**config.mk**
```make
export PLATFORM = sky130hd
export DESIGN_NAME = dm_sba_ctrl
export DESIGN_NICKNAME = d
export VERILOG_FILES = /design/src/rtl/dm_pkg.sv /design/src/rtl/dm_sba_ctrl.sv
export SDC_FILE = /design/constraint.sdc
export NUM_CORES = 1
export LEC_CHECK = 0
export CORE_MARGIN = 1
export CORE_UTILIZATION = 45
export DETAILED_ROUTE_END_ITERATION = 6
export GPL_ROUTABILITY_DRIVEN = 0
export MAX_ROUTING_LAYER = met4
export PLACE_DENSITY_LB_ADDON = 0.1
export SLEW_MARGIN = 20
export SYNTH_ARGS = -nofsm -noshare
export SYNTH_HDL_FRONTEND = slang
export SYNTH_SLANG_ARGS = --single-unit
```
**constraint.sdc**
```tcl
create_clock -name clk_i -period 3.01 [get_ports clk_i]
set_input_delay 0.602 -clock clk_i [delete_from_list [all_inputs] [get_ports clk_i]]
set_output_delay 0.602 -clock clk_i [all_outputs]
set_load 0.005 [all_outputs]
```
**src/rtl/dm_pkg.sv**
```systemverilog
// Shared debug-module types and helpers for the system-bus access engine.
//   sberror_e   : sticky SBA error codes reported to the debugger
//   sba_state_e : SBA engine states
//   sba_be      : byte enables for an access of 2**size bytes at lane offset off
//   sba_lane_up : move LSB-justified write data onto its byte lanes
//   sba_lane_dn : pull read data off its byte lanes, LSB-justified, zero-extended
// Helpers operate on the widest legal bus (128 bits / 16 lanes); callers
// truncate the result to their own bus width.
package dm_pkg;

  typedef enum logic [2:0] {
    SbErrNone       = 3'd0,
    SbErrTimeout    = 3'd1,
    SbErrBadAddr    = 3'd2,
    SbErrMisaligned = 3'd3,
    SbErrBadSize    = 3'd4
  } sberror_e;

  typedef enum logic [1:0] {
    SbaIdle,
    SbaReq,
    SbaWait,
    SbaDrain
  } sba_state_e;

  function automatic logic [15:0] sba_be(input logic [3:0] off, input logic [2:0] size);
    logic [15:0] m;
    case (size)
      3'd0:    m = 16'h0001;
      3'd1:    m = 16'h0003;
      3'd2:    m = 16'h000F;
      3'd3:    m = 16'h00FF;
      default: m = 16'hFFFF;
    endcase
    return m << off;
  endfunction

  function automatic logic [127:0] sba_lane_up(input logic [127:0] d, input logic [3:0] off);
    return d << {off, 3'b000};
  endfunction

  function automatic logic [127:0] sba_lane_dn(input logic [127:0] d, input logic [3:0] off,
                                               input logic [2:0] size);
    logic [127:0] s;
    s = d >> {off, 3'b000};
    case (size)
      3'd0:    s = s & 128'h0000_0000_0000_0000_0000_0000_0000_00FF;
      3'd1:    s = s & 128'h0000_0000_0000_0000_0000_0000_0000_FFFF;
      3'd2:    s = s & 128'h0000_0000_0000_0000_0000_0000_FFFF_FFFF;
      3'd3:    s = s & 128'h0000_0000_0000_0000_FFFF_FFFF_FFFF_FFFF;
      default: s = s;
    endcase
    return s;
  endfunction

endpackage

```
**src/rtl/dm_sba_ctrl.sv**
```systemverilog
// System-bus access master for the debug module. Runs one debugger-initiated
// read or write at a time on a req/gnt/r_valid bus, aligning data to byte
// lanes and reporting sticky errors back to the SB registers.
// Ports:
//   clk_i, rst_ni          : clock, asynchronous active-low reset
//   dmactive_i             : debug module active; low acts as a soft reset
//   master_*               : system bus master port
//   sbaddress_*, sbdata_*,
//   sbreadon*, sbaccess_i,
//   sbautoincrement_i      : SB register contents and debugger access strobes
//   sbaddress_o/_valid_o   : auto-incremented address for sbaddress
//   sbdata_o/_valid_o      : read data for sbdata
//   sbbusy_o, sbbusyerror_o, sberror_o and their clears : status
module dm_sba_ctrl
  import dm_pkg::*;
#(
  parameter int unsigned BusWidth      = 32,
  parameter int unsigned TimeoutCycles = 256
) (
  input  logic                  clk_i,
  input  logic                  rst_ni,
  input  logic                  dmactive_i,
  output logic                  master_req_o,
  output logic [BusWidth-1:0]   master_add_o,
  output logic                  master_we_o,
  output logic [BusWidth-1:0]   master_wdata_o,
  output logic [BusWidth/8-1:0] master_be_o,
  input  logic                  master_gnt_i,
  input  logic                  master_r_valid_i,
  input  logic                  master_r_err_i,
  input  logic [BusWidth-1:0]   master_r_rdata_i,
  input  logic [BusWidth-1:0]   sbaddress_i,
  input  logic                  sbaddress_write_valid_i,
  input  logic                  sbreadonaddr_i,
  input  logic                  sbautoincrement_i,
  input  logic [2:0]            sbaccess_i,
  input  logic                  sbreadondata_i,
  input  logic [BusWidth-1:0]   sbdata_i,
  input  logic                  sbdata_read_valid_i,
  input  logic                  sbdata_write_valid_i,
  output logic [BusWidth-1:0]   sbaddress_o,
  output logic                  sbaddress_valid_o,
  output logic [BusWidth-1:0]   sbdata_o,
  output logic                  sbdata_valid_o,
  output logic                  sbbusy_o,
  output logic                  sbbusyerror_o,
  input  logic                  sbbusyerror_clear_i,
  output logic [2:0]            sberror_o,
  input  logic                  sberror_clear_i
);

  localparam int unsigned BeW   = BusWidth / 8;
  localparam int unsigned OffW  = $clog2(BeW);
  // Counter must hold TimeoutCycles: a grant on the last Req cycle enters Wait one count later.
  localparam int unsigned CntW  = $clog2(TimeoutCycles + 2);
  localparam int unsigned TLast = (TimeoutCycles > 0) ? TimeoutCycles - 1 : 0;

  sba_state_e          state_q;
  sberror_e            sberror_q;
  logic [BusWidth-1:0] addr_q, wdata_q, sbaddress_q, sbdata_q;
  logic [2:0]          size_q;
  logic                we_q, sbbusyerror_q, sbaddress_valid_q, sbdata_valid_q;
  logic [CntW-1:0]     cnt_q;

  logic [3:0] off;
  logic       start_wr, start_rd, dbg_any, start, size_bad, misaligned, timeout_hit;

  assign off      = 4'(addr_q[OffW-1:0]);
  assign start_wr = sbdata_write_valid_i;
  assign start_rd = (sbdata_read_valid_i && sbreadondata_i) ||
                    (sbaddress_write_valid_i && sbreadonaddr_i);
  assign dbg_any  = sbdata_write_valid_i || sbdata_read_valid_i || sbaddress_write_valid_i;
  // Sticky errors lock out new accesses until the debugger clears them.
  assign start    = (start_wr || start_rd) && dmactive_i &&
                    (sberror_q == SbErrNone) && !sbbusyerror_q;

  assign size_bad   = (sbaccess_i > 3'd4) || ((32'd1 << sbaccess_i) > BeW);
  assign misaligned = (sbaddress_i[3:0] & ((4'd1 << sbaccess_i) - 4'd1)) != 4'd0;
  assign timeout_hit = (TimeoutCycles != 0) && (cnt_q >= CntW'(TLast));

  // Bus outputs are decoded from registered state only; nothing is driven outside Req.
  assign master_req_o   = (state_q == SbaReq);
  assign master_add_o   = master_req_o ? addr_q : '0;
  assign master_we_o    = master_req_o && we_q;
  assign master_wdata_o = master_req_o ? BusWidth'(sba_lane_up(128'(wdata_q), off)) : '0;
  assign master_be_o    = master_req_o ? BeW'(sba_be(off, size_q)) : '0;

  assign sbbusy_o          = (state_q != SbaIdle);
  assign sbbusyerror_o     = sbbusyerror_q;
  assign sberror_o         = sberror_q;
  assign sbaddress_o       = sbaddress_q;
  assign sbaddress_valid_o = sbaddress_valid_q;
  assign sbdata_o          = sbdata_q;
  assign sbdata_valid_o    = sbdata_valid_q;

  always_ff @(posedge clk_i or negedge rst_ni) begin
    if (!rst_ni) begin
      state_q           <= SbaIdle;
      sberror_q         <= SbErrNone;
      sbbusyerror_q     <= 1'b0;
      addr_q            <= '0;
      wdata_q           <= '0;
      size_q            <= '0;
      we_q              <= 1'b0;
      cnt_q             <= '0;
      sbaddress_q       <= '0;
      sbaddress_valid_q <= 1'b0;
      sbdata_q          <= '0;
      sbdata_valid_q    <= 1'b0;
    end else begin
      sbaddress_valid_q <= 1'b0;
      sbdata_valid_q    <= 1'b0;
      // Clears first so that any set later in this block wins.
      if (sberror_clear_i)     sberror_q     <= SbErrNone;
      if (sbbusyerror_clear_i) sbbusyerror_q <= 1'b0;
      if (sbbusy_o && dbg_any) sbbusyerror_q <= 1'b1;

      case (state_q)
        SbaIdle: begin
          if (start) begin
            addr_q  <= sbaddress_i;
            size_q  <= sbaccess_i;
            we_q    <= start_wr;
            wdata_q <= sbdata_i;
            if (size_bad)        sberror_q <= SbErrBadSize;
            else if (misaligned) sberror_q <= SbErrMisaligned;
            else begin
              cnt_q   <= '0;
              state_q <= SbaReq;
            end
          end
        end
        SbaReq: begin
          cnt_q <= cnt_q + CntW'(1);
          // A granted request must still see its response, so it drains instead of idling.
          if (!dmactive_i)      state_q <= master_gnt_i ? SbaDrain : SbaIdle;
          else if (master_gnt_i) state_q <= SbaWait;
          else if (timeout_hit) begin
            sberror_q <= SbErrTimeout;
            state_q   <= SbaIdle;
          end
        end
        SbaWait: begin
          cnt_q <= cnt_q + CntW'(1);
          if (!dmactive_i) state_q <= master_r_valid_i ? SbaIdle : SbaDrain;
          else if (master_r_valid_i) begin
            if (master_r_err_i) sberror_q <= SbErrBadAddr;
            else begin
              if (!we_q) begin
                sbdata_q       <= BusWidth'(sba_lane_dn(128'(master_r_rdata_i), off, size_q));
                sbdata_valid_q <= 1'b1;
              end
              if (sbautoincrement_i) begin
                sbaddress_q       <= addr_q + (BusWidth'(1) << size_q);
                sbaddress_valid_q <= 1'b1;
              end
            end
            state_q <= SbaIdle;
          end else if (timeout_hit) begin
            sberror_q <= SbErrTimeout;
            state_q   <= SbaDrain;
          end
        end
        default: begin
          if (master_r_valid_i) state_q <= SbaIdle;
        end
      endcase

      if (!dmactive_i) begin
        sberror_q         <= SbErrNone;
        sbbusyerror_q     <= 1'b0;
        sbaddress_q       <= '0;
        sbaddress_valid_q <= 1'b0;
        sbdata_q          <= '0;
        sbdata_valid_q    <= 1'b0;
      end
    end
  end

`ifndef SYNTHESIS
  a_rvalid_not_on_gnt : assert property (@(posedge clk_i) disable iff (!rst_ni)
    !(master_req_o && master_gnt_i && master_r_valid_i))
    else $error("r_valid coincides with grant");
  a_rvalid_expected : assert property (@(posedge clk_i) disable iff (!rst_ni)
    master_r_valid_i |-> (state_q inside {SbaWait, SbaDrain}))
    else $error("r_valid outside Wait/Drain");
`endif

endmodule

```
Yosys cells after proc, flatten, opt, wreduce, memory -nomap -nowiden
Index checks and enable logic that the tools add are counted.
{ "word_totals": {"register_bits": 149, "input_bits": 113, "out_inout_bits": 141, "elab_cells": 122} }
{ "classes": {"add_sub_neg": 3, "magnitude_cmp": 3, "n_eq_ne": 16, "shift": 6, "n_mux": 55, "n_bitwise": 1, "reduce_logical": 26} }
{ "ops": {"columns": ["operator", "n"], "rows": [
  ["two-way mux 32 bit", 12],
  ["case mux 32 bit (4 select lines)", 1],
  ["case mux 16 bit (4 select lines)", 1],
  ["left shift 1 x 3 -> 32 bit, first input constant", 2],
  ["adder 32 bit", 1],
  ["> comparator 32 x 3 -> 1 bit, second input constant", 1],
  ["left shift 32 x 5 -> 32 bit", 1],
  [">> shifter 32 x 5 -> 32 bit", 1],
  ["two-way mux 3 bit", 9],
  ["two-way mux 9 bit", 3],
  ["two-way mux 2 bit", 12],
  ["case mux 9 bit (2 select lines)", 1],
  ["left shift 16 x 2 -> 4 bit", 1],
  ["two-way mux 1 bit", 13],
  ["AND reduction 4 bit", 3],
  ["inequality test 2 bit, second input constant", 5],
  ["adder 9 x 1 -> 9 bit, second input constant", 1],
  [">= comparator 9 x 8 -> 1 bit, second input constant", 1],
  ["case mux 3 bit (3 select lines)", 1],
  ["nonzero test 4 bit", 2],
  ["logical AND 1 bit", 7],
  ["equality test 3 x 2 -> 1 bit, second input constant", 2],
  ["logical NOT 3 bit", 2],
  ["inequality test 2 x 1 -> 1 bit, second input constant", 3],
  ["19 further kinds", 24]
]} }

Depth between registers and ports, before layout
Gate-level depths: netlist of the first run.
{ "depth": {"depth_word": 9, "mapped_depth": 11, "depth_no_buf": 9} }

Worst setup path before layout of the first run
OpenSTA, ideal clock, no wires.
{ "synth_timing": {"path_kind": "register to register", "startpoint": "register size_q[1]", "endpoint": "register sbaddress_q[14], in the netlist sbaddress_o[14]", "setup_ps": 137, "t_arrival_ps": 2258, "required_time_ps": 2873, "path_slack_ps": 615, "path_stages_with_launch": 11, "n_path_buf": 1, "synth_period_minus_slack_ps": 2395, "path_cell_list": "dfrtp_1 > clkbuf_1 > nor2_1 > and2_1 > fa_1 > a211oi_1 > o21ai_1 > o21a_1 > and3_1 > xnor2_1 > a21oi_1"} }
{ "synth_between": {"elab_chain_cells": 7} }
{ "synth_rtl": {"columns": ["item", "line", "source"], "rows": [
  ["start, declared", "dm_sba_ctrl.sv:61", "logic [2:0] size_q;"],
  ["start signal, assigned", "dm_sba_ctrl.sv:122", "size_q <= sbaccess_i;"],
  ["left shift 1 x 3 -> 32 bit", "dm_sba_ctrl.sv:154", "sbaddress_q <= addr_q + (BusWidth'(1) << size_q);"],
  ["adder 32 bit", "dm_sba_ctrl.sv:154", null],
  ["two-way mux 32 bit", "dm_sba_ctrl.sv:153", "if (sbautoincrement_i) begin"],
  ["two-way mux 32 bit", "dm_sba_ctrl.sv:147", "if (master_r_err_i) sberror_q <= SbErrBadAddr;"],
  ["two-way mux 32 bit", "dm_sba_ctrl.sv:146", "else if (master_r_valid_i) begin"],
  ["two-way mux 32 bit", "dm_sba_ctrl.sv:118", "case (state_q)"],
  ["two-way mux 32 bit", "dm_sba_ctrl.sv:169", "if (!dmactive_i) begin"],
  ["end signal, assigned", "dm_sba_ctrl.sv:154", null],
  ["end, declared", "dm_sba_ctrl.sv:60", "logic [BusWidth-1:0] addr_q, wdata_q, sbaddress_q, sbdata_q;"]
]} }
No other way between the ends. The select of a mux whose other input is x is not followed.
A chain may end at the register's enable or synchronous reset.

Worst setup path after layout of the first run
{ "layout_timing": {"startpoint": "register state_q[1]", "endpoint": "output master_wdata_o[31]"} }
{ "layout_between": {"elab_chain_cells": 2} }
{ "layout_rtl": {"columns": ["item", "line", "source"], "rows": [
  ["start, declared", "dm_sba_ctrl.sv:58", "sba_state_e state_q;"],
  ["start signal, assigned", "dm_sba_ctrl.sv:98", "state_q <= SbaIdle;"],
  ["start signal, assigned", "dm_sba_ctrl.sv:129", "state_q <= SbaReq;"],
  ["start signal, assigned", "dm_sba_ctrl.sv:136", "if (!dmactive_i) state_q <= master_gnt_i ? SbaDrain : SbaIdle;"],
  ["equality test 2 x 1 -> 1 bit", "dm_sba_ctrl.sv:82", "assign master_req_o = (state_q == SbaReq);"],
  ["two-way mux 32 bit", "dm_sba_ctrl.sv:85", "assign master_wdata_o = master_req_o ? BusWidth'(sba_lane_up(128'(wdata_q), off)) : '0;"],
  ["end, declared", "dm_sba_ctrl.sv:26", "output logic [BusWidth-1:0] master_wdata_o,"]
]} }
No other way between the ends.

==> reports/qor.txt, run 1 <==
DRC viols -> 0
number of flops mapped to enable cells by yosys -> 0
initial antenna violation count -> 0
CTS tree -> built
Slew HR -> 0.654
layout cells sized above 1 -> 0.133
Min-Delay Path Class -> in -> async
RSZ-0062 raised after global routing -> no
hpwl dp -> 16,700 um
skew final -> 0.00888 ns
Placed Instances -> 1,280
# nets final -> 1,198
M3 GR Usage -> 0.0622
multiplexer share of the synthesized area -> 0.137
fmax -> 342 MHz
vias -> 7,197
Layout area overhead -> 43.5%
WP data arrival -> 2.32 ns
DR iter-0 viols -> 485
post-synthesis adder-cell area fraction -> 0.0237
Lkg Pwr -> 4.98 nW
most common cell in the netlist -> dfrtp_1
Ant. Diodes -> 0
H-Tree Depth -> 4
syn nets -> 952
Netlist cell types -> 63
die area -> 0.0188 mm^2
Port Buffers -> 253
Worst Max-Slew Pin Slew -> 0.519 ns
critical path depth in cells -> 6
Site Rows -> 49
compound-gate portion of the synthesized area -> 0.158
GR Util All Layers -> 0.260
CP Capture Type -> output pin
Pwr Density -> 898 mW/mm^2
CTS Root Buffer Type -> clkbuf_16
Initial DRT Pass Iterations -> 5
Clock Sinks -> 149
peak supply drop -> 0.521 mV
critical path, cell by cell -> inv_1, ha_1, inv_2, buf_12, a211oi_1, clkdlybuf4s50_1
Netlist Area Pre-Place -> 0.00822 mm^2
flops & latches, synth -> 149
Worst Path Buf+Inv -> 4
final hold violation count -> 0
Synth async-reset ratio -> 1.00
cell count of the worst reg-to-reg path -> 9
largest net degree at the start of global routing -> 55
minimum clock period -> 2.93 ns
DIE HEIGHT -> 137 um
critical path peak fanout -> 19
status -> completed
core area -> 0.0180 mm^2
synth cell count leaders -> dfrtp_1 (149), nand2_1 (73), mux2_2 (68)
final slew viol count -> 0
vias per inst -> 5.49
number of setup violations in the final report -> 0
first-pass GRT wire length -> 36,000 um
clock-pin slew on the worst setup and hold paths -> 0.06 ns
Top FF cell, synth -> dfrtp_1
total power -> 10.6 mW
Longest Clk Path Bufs -> 2
met1 GRT Util -> 0.350
Clk Latency, worst-skew pair -> 0.43 ns
GRT overflow -> 0
hold_ws -> 0.112 ns
share of the synthesized area in the top cell type -> 0.454
Initial Util -> 0.458
setup repair bufs after CTS -> 0
synth top area cells -> dfrtp_1 (45%), mux2_2 (9.3%), mux2i_1 (4.1%)
Crit Path Category -> reg -> out
combinational family with the most area after synthesis -> simple AND/OR/NAND/NOR gates
RR Startpoint -> size_q[1]$_DFFE_PN0P_
io pins -> 254
startpoint types -> flip-flop
largest area contributor in the netlist -> dfrtp_1
Avg Cell Area, Syn -> 9.98 um^2
Final ANT Viol Nets -> 0
Post-Synth Simple-Gate Area -> 0.162
slowest CP cell -> clkdlybuf4s50_1
Inserted Clock Buffers -> 17
Die X -> 137 um
worst stage delay on the critical path -> 0.57 ns
final period utilization -> 0.972
Max Cap Viol -> 0
Worst Path Required -> 2.41 ns
Synth Instances -> 824
vias in the first global route -> 6,868
DR WL/cell -> 17.8 um
final std cells w/o fill -> 1,311
Core Util, Final -> 0.657
sequential fraction of the synthesis area -> 0.454
WL final -> 23,300 um
Post-Synth XOR/XNOR Area -> 0.0298
met2 Resource Use GR -> 0.388
synth warn -> 0
Worst path top cell family by delay -> buffers and inverters
Critical Path Source -> state_q[1]$_DFFE_PN0P_
busiest grt layer -> met2
TNS Setup -> 0 ns
## per-layer routing
metal	vias to the layer above	wire length, um
met4	0	453
met5	-	0
met1	3460	10600
met2	246	10900
li1	3465	-
met3	26	1390
## area by class of cell
class                   count  area, um^2
repair buffers            281        2820
multi-input cells         604        4220
clock inverters            12         228
clock buffers              19         443
fillers                  1467        6170
well taps                 229         287
flip-flops and latches    149        3730
inverters                  17        63.8
## registers in the layout (all words and copies together) (netlist names)
signal,cells
sberror_o,3
sbaddress_o,32
addr_q,32
sbdata_o,32
size_q,3
state_q,2
sbaddress_valid_o,1
wdata_q,32
sbdata_valid_o,1
we_q,1
cnt_q,9
sbbusyerror_o,1
## where the power goes
group | leakage (nW) | switching [mW] | internal (mW) | total, mW
Sequential | 1.92 | 0.672 | 2.58 | 3.25
Clock | 0.323 | 0.844 | 1.57 | 2.42
Combinational | 2.74 | 2.31 | 2.61 | 4.92
Total | 4.98 | 3.82 | 6.77 | 10.6
## through the flow
stage | setup slack, ns | instance area (um^2)
floorplan | 0.615 | 8220
global placement | 0.399 | 11100
detailed placement | 0.367 | 11100
CTS | 0.00437 | 11800
global route | 0.00616 | 11800
finish | 0.0832 | 11800
## final timing paths
kind                                                to  slack (ns)
hold reg to reg               sbdata_o[19]$_DFFE_PN0P_        0.48
hold / removal                    cnt_q[3]$_DFFE_PN0P_        0.11
max in group asynchronous        addr_q[0]$_DFFE_PN0P_        2.24
setup / recovery                    master_wdata_o[31]        0.08
setup reg to reg           sbaddress_o[22]$_DFFE_PN0P_        0.36
min in group clk_i            sbdata_o[19]$_DFFE_PN0P_        0.48
## timing repair
action,4_1_cts,5_1_grt
hold buffers,0,0
gates resized for setup,0,2
endpoints found under the hold margin,0,0
endpoints found under the setup margin,0,7
## cell families after synthesis
kind of cell	after synthesis
compound gates	199
xor+xnor	28
fa+ha+maj	15
buf+inv	71
flops	149
mux	104
simple gates	258
## placed cells by master (no fill, tap or decap), types with 16 or more instances in the layout
cell             count
buf_4               22
xor2_1              20
clkbuf_16           17
and2_1              40
a21oi_1             52
nor2b_1             22
o21ai_0             51
mux2i_1             34
clkdlybuf4s50_1    252
nand2_1             72
a22o_1              16
dfrtp_1            147
a211oi_1            20
mux2_2              68
nor2_1              49
nand3_1             21
(Power assumes the default switching activity.)
==> run 2, diff against run 1 <==
==> constraint.sdc (replaced) <==
create_clock -name clk_i -period 3.01 [get_ports clk_i]
set_input_delay 0.7525 -clock clk_i [delete_from_list [all_inputs] [get_ports clk_i]]
set_output_delay 0.7525 -clock clk_i [all_outputs]
set_load 0.005 [all_outputs]
==> run 2 against run 1 <==
Clock power is 17% lower. Critical path depth stayed put. First-iteration DRC count is 21% lower. Fmax is 0.77% lower. Global-route usage is 0.40 points higher. Flip-flop and latch count stayed put. Sequential power hardly changed. Highest routed layer unchanged.
==> reports/qor.txt, run 2 (same netlist as run 1, synthesis figures left out) <==
peak supply drop -> 0.514 mV (was 0.521 mV)
final period utilization -> 0.980 (was 0.972)
Layout area overhead -> 43.0% (was 43.5%)
Crit Path Category -> reg -> out (unchanged)
Worst Path Required -> 2.26 ns (was 2.41 ns)
Worst Max-Slew Pin Slew -> 0.622 ns (was 0.519 ns)
Design Area, Final -> 0.0118 mm^2 (about the same)
Min-Delay Path Class -> in -> async (unchanged)
minimum clock period -> 2.95 ns (was 2.93 ns)
status -> completed (unchanged)
WP data arrival -> 2.20 ns (was 2.32 ns)
critical path peak fanout -> 20 (was 19)
first-pass GRT wire length -> 36,700 um (was 36,000 um)
Longest Clk Path Bufs -> 2 (unchanged)
commonest non-fill, non-tap cell in the layout -> clkdlybuf4s50_1 (unchanged)
DRC viols -> 0 (unchanged)
CP Capture Type -> output pin (unchanged)
number of setup violations in the final report -> 0 (unchanged)
vias in the first global route -> 6,910 (was 6,868)
Max Cap Viol -> 0 (unchanged)
H-Tree Depth -> 4 (unchanged)
Port Buffers -> 253 (unchanged)
Final ANT Viol Nets -> 0 (unchanged)
CTS Root Buffer Type -> clkbuf_16 (unchanged)
Die X -> 137 um (unchanged)
multi-input logic area -> 0.00427 mm^2 (was 0.00422 mm^2)
DP Area -> 0.0111 mm^2 (about the same)
initial antenna violation count -> 0 (unchanged)
io pins -> 254 (unchanged)
Inserted Clock Buffers -> 17 (unchanged)
DR WL/cell -> 18.2 um (was 17.8 um)
fillcell total -> 1,490 (was 1,467)
skew final -> 0.0119 ns (was 0.00888 ns)
Pwr Density -> 876 mW/mm^2 (was 898 mW/mm^2)
hold_ws -> 0.337 ns (was 0.112 ns)
GR Util All Layers -> 0.264 (was 0.260)
Clk Latency, worst-skew pair -> 0.43 ns (about the same)
Clock Sinks -> 149 (unchanged)
vias per inst -> 5.51 (was 5.49)
DIE HEIGHT -> 137 um (unchanged)
DR iter-0 viols -> 385 (was 485)
Slew HR -> 0.585 (was 0.654)
final slew viol count -> 0 (unchanged)
final hold violation count -> 0 (unchanged)
largest net degree at the start of global routing -> 64 (was 55)
Hold Buf Count CTS -> 0 (unchanged)
WL final -> 23,900 um (was 23,300 um)
Initial DRT Pass Iterations -> 5 (unchanged)
core area -> 0.0180 mm^2 (unchanged)
Lkg Pwr -> 5.00 nW (was 4.98 nW)
die area -> 0.0188 mm^2 (unchanged)
vias -> 7,232 (was 7,197)
layout cells sized above 1 -> 0.138 (was 0.133)
startpoint types -> flip-flop (unchanged)
# nets final -> 1,200 (was 1,198)
clock-pin slew on the worst setup and hold paths -> 0.06 ns (about the same)
Reg area -> 0.00373 mm^2 (unchanged)
Ant. Diodes -> 0 (unchanged)
hpwl dp -> 16,700 um (about the same)
CTS tree -> built (unchanged)
fmax -> 339 MHz (was 342 MHz)
Site Rows -> 49 (unchanged)
GRT overflow -> 0 (unchanged)
commonest non-fill, non-tap cells in the layout -> clkdlybuf4s50_1 (248), dfrtp_1 (147), nand2_1 (72) (was clkdlybuf4s50_1 (252), dfrtp_1 (147), nand2_1 (72))
Initial Util -> 0.458 (unchanged)
==> run 2: changes by cell type in the layout (fill, tap and decap cells not counted), moves of 2 or more <==
cell,change
inv_6,+2
clkinv_4,-3
clkdlybuf4s50_1,-4
a211oi_2,+3
clkinvlp_4,+4
bufinv_16,-5
a211oi_1,-3
dlymetal6s2s_1,+4
==> run 2: what timing repair did <==
item | in CTS | in global routing
setup endpoints to repair | 4 | 46
setup buffers | 2 | 1
cloned | 0 | 1
gates resized for setup | 1 | 14
==> run 2: power breakdown <==
part / leakage [nW] / switching [mW] / internal [mW]
clock network: 0.255 / 0.863 / 1.16
logic: 2.82 / 2.38 / 2.66
registers: 1.92 / 0.654 / 2.58
total: 5.00 / 3.90 / 6.40
==> run 2: routing by layer <==
| layer | vias to the layer above | share of wire | track usage |
|---|---|---|---|
| met4 | 0 | 0.020 | 0.0867 |
| met5 | - | 0 | - |
| met1 | 3516 | 0.45 | 0.357 |
| met3 | 34 | 0.059 | 0.0552 |
| met2 | 240 | 0.47 | 0.395 |
| li1 | 3442 | - | - |
==> run 2: stage by stage <==
step	cells	util	power, mW	setup WS, ns	setup TNS [ns]
floorplan	824	-	6.05	0.615	0
global placement	1278	0.619	8.11	0.191	0
detailed placement	1278	0.619	8.16	0.147	0
CTS	1311	0.651	10.3	0.0167	0
global route	1313	0.655	11.0	-0.0329	-0.0484
finish	1313	0.655	10.3	0.0606	0
==> run 2: final timing paths <==
| kind | from | endpoint | slack (ns) | cells after the start |
|---|---|---|---|---|
| worst max-delay path | state_q[1]$_DFFE_PN0P_ | master_wdata_o[29] | 0.06 | 6 |
| worst min-delay path | rst_ni | cnt_q[2]$_DFFE_PN0P_ | 0.34 | 1 |
| worst max register to register | addr_q[0]$_DFFE_PN0P_ | sbaddress_o[22]$_DFFE_PN0P_ | 0.24 | 9 |
| worst min register to register | sbdata_o[17]$_DFFE_PN0P_ | sbdata_o[17]$_DFFE_PN0P_ | 0.49 | 2 |
| max in group asynchronous | rst_ni | addr_q[0]$_DFFE_PN0P_ | 1.96 | 2 |
| min in group clk_i | sbdata_o[17]$_DFFE_PN0P_ | sbdata_o[17]$_DFFE_PN0P_ | 0.49 | 2 |
==> run 2: layout make-up <==
type,instances,area share
clock buffer,20,0.0380
multi-input combinational,604,0.363
timing repair buffer,283,0.243
sequential,149,0.318
clock inverter,11,0.00883
tap,229,0.0244
inverter,17,0.00543
==> run 2: worst max-delay path: stages, from the launching register on <==
cell and delay, ns:
dfrtp_1 0.42, inv_1 0.12, ha_4 0.17, inv_1 0.13
buf_12 0.19, a211oi_2 0.19, clkdlybuf4s50_1 0.54
==> run 3, diff against run 2 <==
--- a/config.mk
+++ b/config.mk
@@ -5,12 +5,13 @@
 export SDC_FILE = /design/constraint.sdc
 export NUM_CORES = 1
 export LEC_CHECK = 0
+export CORE_ASPECT_RATIO = 1.25
 export CORE_MARGIN = 1
 export CORE_UTILIZATION = 45
 export DETAILED_ROUTE_END_ITERATION = 6
 export GPL_ROUTABILITY_DRIVEN = 0
 export MAX_ROUTING_LAYER = met4
-export PLACE_DENSITY_LB_ADDON = 0.1
+export PLACE_DENSITY_LB_ADDON = 0.2
 export SLEW_MARGIN = 20
 export SYNTH_ARGS = -nofsm -noshare
 export SYNTH_HDL_FRONTEND = slang
==> run 3 against run 2 <==
Clock skew decreased by 0.0053 ns. Fmax increased by 0.60%. Clock power about the same. Largest cell class unchanged. Critical endpoint is now master_wdata_o[3]. Register-to-register slack improved by 0.03 ns.
==> reports/qor.txt, run 3 (same netlist as run 1, synthesis figures left out) <==
first-pass GRT wire length -> 37,900 um (was 36,700 um)
Worst Path Required -> 2.26 ns (about the same)
Clock Sinks -> 149 (unchanged)
Site Rows -> 54 (was 49)
final hold violation count -> 0 (unchanged)
layout cells sized above 1 -> 0.138 (about the same)
cell count of the worst reg-to-reg path -> 9 (unchanged)
vias -> 7,263 (was 7,232)
internal power -> 6.41 mW (was 6.40 mW)
r2r setup slk -> 0.27 ns (was 0.24 ns)
Critical Path Source -> addr_q[1]$_DFFE_PN0P_ (was state_q[1]$_DFFE_PN0P_)
DR iter-0 viols -> 464 (was 385)
DIE HEIGHT -> 153 um (was 137 um)
Inserted Clock Buffers -> 17 (unchanged)
vias per inst -> 5.54 (was 5.51)
Port Buffers -> 253 (unchanged)
Longest Clk Path Bufs -> 2 (unchanged)
minimum clock period -> 2.93 ns (was 2.95 ns)
DR WL/cell -> 18.1 um (was 18.2 um)
final slew viol count -> 0 (unchanged)
Worst Max-Slew Pin Slew -> 0.524 ns (was 0.622 ns)
startpoint types -> flip-flop (unchanged)
critical path peak fanout -> 21 (was 20)
final period utilization -> 0.974 (was 0.980)
WP data arrival -> 2.18 ns (was 2.20 ns)
sequential share of power -> 0.318 (was 0.314)
io pins -> 254 (unchanged)
Ant. Diodes -> 0 (unchanged)
core area -> 0.0176 mm^2 (was 0.0180 mm^2)
fillcell total -> 1,423 (was 1,490)
WL final -> 23,700 um (was 23,900 um)
Die X -> 123 um (was 137 um)
critical path depth in cells -> 5 (was 6)
CTS tree -> built (unchanged)
Lkg Pwr -> 4.96 nW (was 5.00 nW)
hpwl dp -> 17,200 um (was 16,700 um)
Setup WS pre-CTS -> 0.277 ns (was 0.147 ns)
combinational power share -> 0.486 (was 0.490)
peak supply drop -> 0.544 mV (was 0.514 mV)
hold_ws -> 0.209 ns (was 0.337 ns)
CP Capture Type -> output pin (unchanged)
total net switching power -> 3.87 mW (was 3.90 mW)
setup ws final -> 0.0783 ns (was 0.0606 ns)
Pwr Density -> 877 mW/mm^2 (was 876 mW/mm^2)
Worst Setup EP -> master_wdata_o[3] (was master_wdata_o[29])
worst stage delay on the critical path -> 0.59 ns (was 0.54 ns)
# nets final -> 1,203 (was 1,200)
CTS Root Buffer Type -> clkbuf_16 (unchanged)
DP Area -> 0.0111 mm^2 (unchanged)
die area -> 0.0188 mm^2 (about the same)
Max Cap Viol -> 0 (unchanged)
GR Util All Layers -> 0.270 (was 0.264)
vias in the first global route -> 7,113 (was 6,910)
Clk Latency, worst-skew pair -> 0.43 ns (about the same)
Slew HR -> 0.650 (was 0.585)
Layout area overhead -> 42.5% (was 43.0%)
commonest non-fill, non-tap cells in the layout -> clkdlybuf4s50_1 (251), dfrtp_1 (147), nand2_1 (72) (was clkdlybuf4s50_1 (248), dfrtp_1 (147), nand2_1 (72))
Sw Share -> 0.377 (was 0.379)
Hold Buf Count CTS -> 0 (unchanged)
Worst Path Buf+Inv -> 2 (was 4)
r2r endpoint -> sbaddress_o[22]$_DFFE_PN0P_ (unchanged)
DRC viols -> 0 (unchanged)
skew final -> 0.00660 ns (was 0.0119 ns)
Initial Util -> 0.466 (was 0.458)
status -> completed (unchanged)
Design Area, Final -> 0.0117 mm^2 (was 0.0118 mm^2)
RR Startpoint -> addr_q[0]$_DFFE_PN0P_ (unchanged)
slowest CP cell -> dfrtp_4 (was clkdlybuf4s50_1)
fmax -> 341 MHz (was 339 MHz)
Min-Delay Path Class -> in -> async (unchanged)
initial antenna violation count -> 0 (unchanged)
Worst path top cell family by delay -> buffers and inverters (unchanged)
commonest non-fill, non-tap cell in the layout -> clkdlybuf4s50_1 (unchanged)
Crit Path Category -> reg -> out (unchanged)
clock-pin slew on the worst setup and hold paths -> 0.06 ns (about the same)
Initial DRT Pass Iterations -> 5 (unchanged)
total power -> 10.3 mW (about the same)
H-Tree Depth -> 4 (unchanged)
number of setup violations in the final report -> 0 (unchanged)
largest net degree at the start of global routing -> 63 (was 64)
GRT overflow -> 0 (unchanged)
clock group share of total power -> 0.196 (about the same)
critical path, cell by cell -> nand2b_1, nor2_1, buf_4, and2_1, clkdlybuf4s50_1 (was inv_1, ha_4, inv_1, buf_12, a211oi_2, clkdlybuf4s50_1)
Final ANT Viol Nets -> 0 (unchanged)
-- run 3: changes by cell type in the layout (fill, tap and decap cells not counted), sizes merged --
cell	change
dlymetal6s2s	-3
clkdlybuf4s50	+3
clkinv	+5
buf	+3
clkinvlp	-2
clkbuf	-1
inv	-1
-- run 3: routing by layer --
| layer | GRT usage | share of wire | vias up |
|---|---|---|---|
| li1 | - | - | 3452 |
| met1 | 0.341 | 0.42 | 3512 |
| met2 | 0.418 | 0.48 | 248 |
| met3 | 0.0556 | 0.061 | 51 |
| met4 | 0.114 | 0.034 | 0 |
| met5 | - | 0 | - |
-- run 3: power by group through the flow --
stage	logic, mW	registers (mW)	clock network [mW]
after floorplan	3.06	2.99	0
after global placement	4.83	3.30	0
after detailed placement	4.87	3.34	0
after CTS	5.00	3.26	2.04
after global routing	5.47	3.37	2.13
final	5.00	3.27	2.01
-- run 3: area by class of cell --
type / count / area [um^2] / share of cell area
clock inverters: 13 / 109 / 0.00929
inverters: 17 / 63.8 / 0.00545
clock buffers: 19 / 443 / 0.0378
flip-flops and latches: 149 / 3740 / 0.319
repair buffers: 286 / 2850 / 0.244
multi-input cells: 604 / 4230 / 0.361
well taps: 224 / 280 / 0.0239
-- run 3: worst min-delay path by stage --
stage | slack [ns] | to | cells after the start | from
global placement | 0.46 | sbdata_o[22]$_DFFE_PN0P_ | 2 | sbdata_o[22]$_DFFE_PN0P_
CTS | 0.22 | cnt_q[4]$_DFFE_PN0P_ | 1 | rst_ni
global route | 0.22 | sbaddress_o[1]$_DFFE_PN0P_ | 1 | rst_ni
finish | 0.21 | cnt_q[2]$_DFFE_PN0P_ | 1 | rst_ni
floorplan | 0.46 | addr_q[0]$_DFFE_PN0P_ | 0 | rst_ni
detailed placement | 0.48 | sbdata_o[17]$_DFFE_PN0P_ | 2 | sbdata_o[17]$_DFFE_PN0P_
-- run 3: repair_timing --
action,4_1_cts,5_1_grt
pin swaps,0,1
endpoints found under the setup margin,14,55
buffers inserted,2,1
resized for setup,2,5
-- run 3: through the flow --
stage / utilization / instances / setup TNS (ns)
detailed placement: 0.630 / 1277 / 0
global route: 0.664 / 1312 / -0.00288
CTS: 0.663 / 1311 / 0
finish: 0.664 / 1312 / 0
floorplan: - / 824 / 0
global placement: 0.630 / 1277 / 0
